<file path="config.mk">
export PLATFORM = sky130hd
export DESIGN_NAME = br_4_bank_seq
export DESIGN_NICKNAME = d
export VERILOG_FILES = /design/src/rtl/br_4_bank_seq.sv
export SDC_FILE = /design/constraint.sdc
export NUM_CORES = 1
export LEC_CHECK = 0
export BUFFER_PORTS_ARGS = -buffer_cell sky130_fd_sc_hd__buf_2
export CAP_MARGIN = 20
export CORE_ASPECT_RATIO = 0.5
export CORE_MARGIN = 1
export CORE_UTILIZATION = 45
export DETAILED_ROUTE_END_ITERATION = 16
export PLACE_DENSITY = 0.74
export SLEW_MARGIN = 20
export SYNTH_ARGS = -nofsm -noshare
export SYNTH_HDL_FRONTEND = slang
export SYNTH_SLANG_ARGS = --single-unit
export TNS_END_PERCENT = 50
</file>
<file path="constraint.sdc">
create_clock -name clk -period 1.41 [get_ports clk]
set_input_delay 0.0705 -clock clk [delete_from_list [all_inputs] [get_ports clk]]
set_output_delay 0.0705 -clock clk [all_outputs]
set_load 0.01 [all_outputs]
</file>
<file path="src/rtl/br_4_bank_seq.sv">
`default_nettype none
// ============================================================================
// Module      : br_4_bank_seq
// Description : Collects four 4-bit nibbles from a valid/ready stream into a
//               shadow bank and commits them atomically to A0..A3. Generates
//               the 2-bit mux select, either from a host value or by
//               round-robin auto-scan at a programmable rate.
// Revision    : 1.0 - initial release
// ============================================================================
module br_4_bank_seq #(
    parameter int unsigned SCAN_DIV = 4
) (
    input  logic       clk,
    input  logic       rst_n,
    input  logic       in_valid,
    output logic       in_ready,
    input  logic [3:0] in_data,
    input  logic       frame_abort,
    input  logic       scan_en,
    input  logic [1:0] sel_in,
    output logic [3:0] A0,
    output logic [3:0] A1,
    output logic [3:0] A2,
    output logic [3:0] A3,
    output logic [1:0] s,
    output logic       frame_done,
    output logic       scan_tick
);

    typedef enum logic [0:0] {
        ST_FILL   = 1'b0,
        ST_COMMIT = 1'b1
    } state_t;

    // Last divider value before the select steps.
    localparam logic [7:0] C_DIV_LAST = 8'(SCAN_DIV - 1);

    state_t     state_q, state_d;
    logic [1:0] wp_q, wp_d;
    // Only three shadow slots: the fourth beat goes straight to A3.
    logic [3:0] sh_q [0:2];
    logic [3:0] sh_d [0:2];
    logic [3:0] op_q [0:3];
    logic [3:0] op_d [0:3];
    logic       in_ready_q, in_ready_d;
    logic       frame_done_q, frame_done_d;
    logic [1:0] s_q, s_d;
    logic [7:0] div_q, div_d;

    logic       w_xfer;
    logic       w_scan_wrap;

    assign w_xfer      = in_valid && in_ready_q;
    assign w_scan_wrap = scan_en && (div_q == C_DIV_LAST);

    // Frame collection: fill the shadow bank, commit on the fourth beat.
    always_comb begin
        state_d      = state_q;
        wp_d         = wp_q;
        sh_d         = sh_q;
        op_d         = op_q;
        in_ready_d   = in_ready_q;
        frame_done_d = 1'b0;
        case (state_q)
            ST_FILL: begin
                in_ready_d = 1'b1;
                if (frame_abort) begin
                    // Partial frame is dropped together with any same-cycle beat.
                    wp_d = 2'd0;
                end else if (w_xfer) begin
                    case (wp_q)
                        2'd0: sh_d[0] = in_data;
                        2'd1: sh_d[1] = in_data;
                        2'd2: sh_d[2] = in_data;
                        default: begin
                            op_d[0]      = sh_q[0];
                            op_d[1]      = sh_q[1];
                            op_d[2]      = sh_q[2];
                            op_d[3]      = in_data;
                            state_d      = ST_COMMIT;
                            in_ready_d   = 1'b0;
                            frame_done_d = 1'b1;
                        end
                    endcase
                    wp_d = wp_q + 2'd1;
                end
            end
            ST_COMMIT: begin
                state_d    = ST_FILL;
                in_ready_d = 1'b1;
            end
            default: begin
                state_d    = ST_FILL;
                in_ready_d = 1'b1;
            end
        endcase
    end

    // Select generation: host value, or round-robin stepping every SCAN_DIV cycles.
    always_comb begin
        s_d   = s_q;
        div_d = div_q;
        if (!scan_en) begin
            s_d   = sel_in;
            div_d = 8'd0;
        end else if (w_scan_wrap) begin
            s_d   = s_q + 2'd1;
            div_d = 8'd0;
        end else begin
            div_d = div_q + 8'd1;
        end
    end

    // State registers; reset wins over every input.
    always_ff @(posedge clk) begin
        if (!rst_n) begin
            state_q      <= ST_FILL;
            wp_q         <= 2'd0;
            sh_q[0]      <= 4'd0;
            sh_q[1]      <= 4'd0;
            sh_q[2]      <= 4'd0;
            op_q[0]      <= 4'd0;
            op_q[1]      <= 4'd0;
            op_q[2]      <= 4'd0;
            op_q[3]      <= 4'd0;
            in_ready_q   <= 1'b1;
            frame_done_q <= 1'b0;
            s_q          <= 2'd0;
            div_q        <= 8'd0;
        end else begin
            state_q      <= state_d;
            wp_q         <= wp_d;
            sh_q         <= sh_d;
            op_q         <= op_d;
            in_ready_q   <= in_ready_d;
            frame_done_q <= frame_done_d;
            s_q          <= s_d;
            div_q        <= div_d;
        end
    end

    assign in_ready   = in_ready_q;
    assign frame_done = frame_done_q;
    assign A0         = op_q[0];
    assign A1         = op_q[1];
    assign A2         = op_q[2];
    assign A3         = op_q[3];
    assign s          = s_q;
    assign scan_tick  = w_scan_wrap;

endmodule
`default_nettype wire
</file>
After elaboration in Yosys (flattened, before gate mapping). Cells that the tools add are included.

Output and inout bits: 21. Input bits: 11. Flip-flop bits (word level): 43. Logic and storage cells: 49.

Muxes and demuxes: 12. Add/sub/neg operators: 3. Reductions and logical operators: 12. Bitwise operators: 5. Eq/ne operators: 4.

Operators by type and width (number): 4-bit AND reduction (4); 8-bit by 1-bit adder with 8-bit output (second input constant) (1); 8-bit by 2-bit == test with 1-bit output (second input constant) (1); 2-bit two-way mux (4); 1-bit two-way mux (6); 3-bit OR reduction (2); 1-bit inverter (5); 2-bit by 1-bit adder with 2-bit output (second input constant) (2); 1-bit case mux with 2 select lines (2); 2-bit by 1-bit == test with 1-bit output (second input constant) (1); 2-bit == test (second input constant) (1); 1-bit logical AND (2); 2-bit zero test (1); 2-bit by 1-bit inequality test with 1-bit output (second input constant) (1); 2-bit AND reduction (1); 2-bit nonzero test (1); 2-bit OR reduction (1).

Logic depth before layout (Yosys ltp).
Depth in word-level cells: 6. Mapped depth: 6. Depth with buffers taken out: 5.

Least setup slack after synthesis. No wires, ideal clock.

Path type: register to register. Start: register wp_q[0]. End: register op_q, in the netlist A0[3]. Clock period less this slack: 1.280 ns. Arrival time: 1.209 ns. Setup time: 0.070 ns. Data required time: 1.340 ns. Cell stages (with the launch flop): 7. Slack: 0.130 ns. Path through: dfxtp_1 > ha_1 > buf_2 > inv_2 > clkbuf_1 > o21ai_0 > a21oi_1.

Cells in the longest elaborated chain, start to end: 4. Elaborated cells between the ends (all ways): 6. Classes of those cells: 2 x eq/ne; 1 x bitwise; 3 x reduce/logical.

Ends and longest elaborated chain: start: declaration (line 39) `logic [1:0] wp_q, wp_d;`; start signal: assignment (line 132) `wp_q <= wp_d;`; 2-bit by 1-bit == test with 1-bit output, or another cell as far along (line 71) `case (wp_q)`; 3-bit OR reduction (no source line) (*); 1-bit inverter (no source line) (*); 4-bit AND reduction (no source line) (*); end signal: assignment (line 134) `op_q <= op_d;`; end: declaration (line 43) `logic [3:0] op_q [0:3];`.

Mark *: on every way between the ends. The rest lies on a longest branch, timed or not. A chain may end at the register's enable or synchronous reset.

Worst setup path in the final report.
Start: register div_q[0]. End: output port scan_tick.

Cells in the longest elaborated chain, start to end: 2.

Ends and longest elaborated chain: start: declaration (line 48) `logic [7:0] div_q, div_d;`; start signal: assignment (line 138) `div_q <= div_d;`; 8-bit by 2-bit == test with 1-bit output (line 54) `assign w_scan_wrap = scan_en && (div_q == C_DIV_LAST);`; 1-bit logical AND (line 54); end: declaration (line 27) `output logic scan_tick`.

No other way between the ends.

==> reports/results.tsv <==
metric	value	unit
outcome	finished clean	
Commonest cells post-synth	dfxtp_1, a21oi_1, nand3_1	
Num CTS Buffers	5	
final core occ	58.5	%
Ys Warns	0	
RSZ-0062 raised after global routing	false	
crit path capture	scan_tick	
layout cells sized above 1	24.8	%
Cell variety after synth	30	
cell row count	15	
Root Buffer	clkbuf_8	
mean post-synth cell area	8.63	sq um
reg2reg end	div_q[2]	
worst-path fanout max	3	
Synth Flop Type	dfxtp_1	
cts hold-fix bufs	0	
post-route DRC violation count	0	
Tmin final	1.35	ns
P_leak	0.785	nW
Post-Layout Cell Count	285	
deepest clock path buffer count	2	
TritonRoute pass-1 iters	4	
max_slew headroom	76.7	%
count leader, synth	dfxtp_1	
gr ovfl total	0	
Fin Setup TNS	0	ns
R2R setup slack	0.11	ns
core area	0.00355	sq mm
post-route total power	0.00228	W
maximum VDD drop	0.356	mV
WP data arrival	1.27	ns
htree depth	2	
via/cell ratio	5.32	
Via Count	1516	
Vert. Die Dim	45.7	um
n_diodes	0	
post-route ant nets	0	
Setup Skew	0.00941	ns
Crit. End Element	output port	
hold depth	2	
largest net degree at the start of global routing	31	
Reg2Reg Depth	5	
startpoint types	register	
hpwl dp	2360	um
cell area power density	1100	mW/mm^2
Hold Crit Class	in2reg	
drt total wl	3610	um
Gate Count Post-Synth	199	
Worst-Skew Late Latency	0.29	ns
first-pass GRT wire length	5570	um
Mapped Nets	215	
Worst Hold Margin	0.0397	ns
vias in the first global route	1278	
Mapped Area	0.00172	sq mm
Iter 0 DRT Violations	78	
Final period util	95.4	%
register area share after synthesis	49.0	%
asr flop ratio synth	0	%
#FFs+latches synth	42	
Setup CP Type	reg2out	
placed cell count	274	
CTS sink count	42	
Port Buf Inserts	31	
drt wl/cell	12.7	um
cell taking the most area after synthesis	dfxtp_1	
IO Pins	32	
clock-pin slew of the registers on the worst-case setup and hold paths	0.08	ns
final setup fails	0	
routability-driven placement congestion ratio	0.792	
final net count	249	
number of synthesized flops with an enable pin	0	
CTS tree	done	
Die ar.	0.00408	sq mm
DIE WIDTH	89.3	um
top-area cell type share of the netlist area	49.0	%
Worst Tran Pin Value	0.348	ns
CP startpoint	div_q[0]	
max frequency	743	MHz
Slew Limit Fails	0	
max-cap check violation count	0	
CP required	1.34	ns
initial antenna violation count	0	
Area Growth Syn to Fin	20.8	%
Fin. Hold Viols	0	
Critical R2R Launch	div_q[1]	
synth top area cells	dfxtp_1, a21oi_1, nand3_1	
Total GRT Usage	18.4	%
Initial Util	48.4	%
==> worst max-delay path, stage by stage (launching register included) <==
cell and delay (ns):
dfxtp_2 0.35, ha_2 0.18, nor3b_4 0.18, and3_1 0.17, buf_2 0.12
==> state kept, by name, summed over array words and instances (netlist names) <==
signal and count:
sh_q 12, div_q 8, A0 4, A1 4, A2 4, A3 4, s 2, wp_q 2
in_ready 1, state_q 1
==> through the flow <==
stage / cell area, sq um / setup WS (ns)
final: 2070 / 0.0646
after global routing: 2070 / 0.00413
after CTS: 2070 / 0.0105
after detailed placement: 1930 / 0.0387
after global placement: 1930 / 0.100
after floorplan: 1720 / 0.130
==> how the worst min path moves through the flow <==
| stage | from | to |
|---|---|---|
| 2_1_floorplan | scan_en | s[1] |
| 3_3_place_gp | scan_en | s[1] |
| 3_5_place_dp | scan_en | s[1] |
| 4_1_cts | scan_en | s[1] |
| 5_1_grt | scan_en | s[1] |
| 6_report | scan_en | s[1] |
==> layout by cell type (no fill, tap or decap) <==
cell type    n
a21o_2       1
a21oi_1     33
a21oi_2      2
a31o_2       1
a31oi_1      1
and3_1       1
and4_1       1
and4bb_2     1
buf_12       1
buf_2       31
buf_4        7
bufinv_16    1
clkbuf_1     1
clkbuf_8     5
clkinvlp_4   1
dfxtp_1     40
dfxtp_2      2
ha_1         4
ha_2         1
inv_1        9
inv_2        1
nand2_1      5
nand2b_1     1
nand3_1     29
nand3_2      1
nand4_1      2
nand4bb_1    1
nor2_1       5
nor3_1       2
nor3b_4      1
nor4_4       1
o21ai_0     27
o21ai_1      8
or3_1        3
xnor2_1      1
xor2_1       2
==> report_power, final <==
part | internal, W | leakage (nW) | switching, W | total (W)
registers | 0.00120 | 0.341 | 0.0000112 | 0.00121
logic | 0.0000493 | 0.393 | 0.0000865 | 0.000136
clock network | 0.000528 | 0.0514 | 0.000401 | 0.000929
total | 0.00178 | 0.785 | 0.000499 | 0.00228
==> metal layers <==
metal	GRT usage [%]	routed length [um]
met3	5.43	104
met5	0	0
met1	21.9	1730
met2	32.7	1780
met4	5.71	0
==> cell type report <==
| cell class | instances | area (sq um) |
|---|---|---|
| clock inverter | 2 | 37.5 |
| inverter | 10 | 37.5 |
| timing repair buffer | 39 | 228 |
| multi-input combinational | 135 | 792 |
| tap | 51 | 63.8 |
| fill | 320 | 1470 |
| sequential | 42 | 843 |
| clock buffer | 6 | 72.6 |
==> cells by family (layout without fill, tap and decap cells) <==
family	after synthesis	after routing	share of synthesized area (%)
AOI/OAI and AO/OA	73	73	22.2
and+or+nand+nor	54	54	18.2
DFF	42	42	49.0
buffers and inverters	22	57	5.39
adders and majority gates	5	5	3.64
xor gates and xnor gates	3	3	1.53
==> what timing repair did <==
item / 4_1_cts / 5_1_grt
gates resized for setup: 3 / 1
pin swaps: 1 / 1
endpoints found under the setup margin: 1 / 1
setup buffers: 2 / 1
No activity file was read; power rests on OpenSTA's default activity.
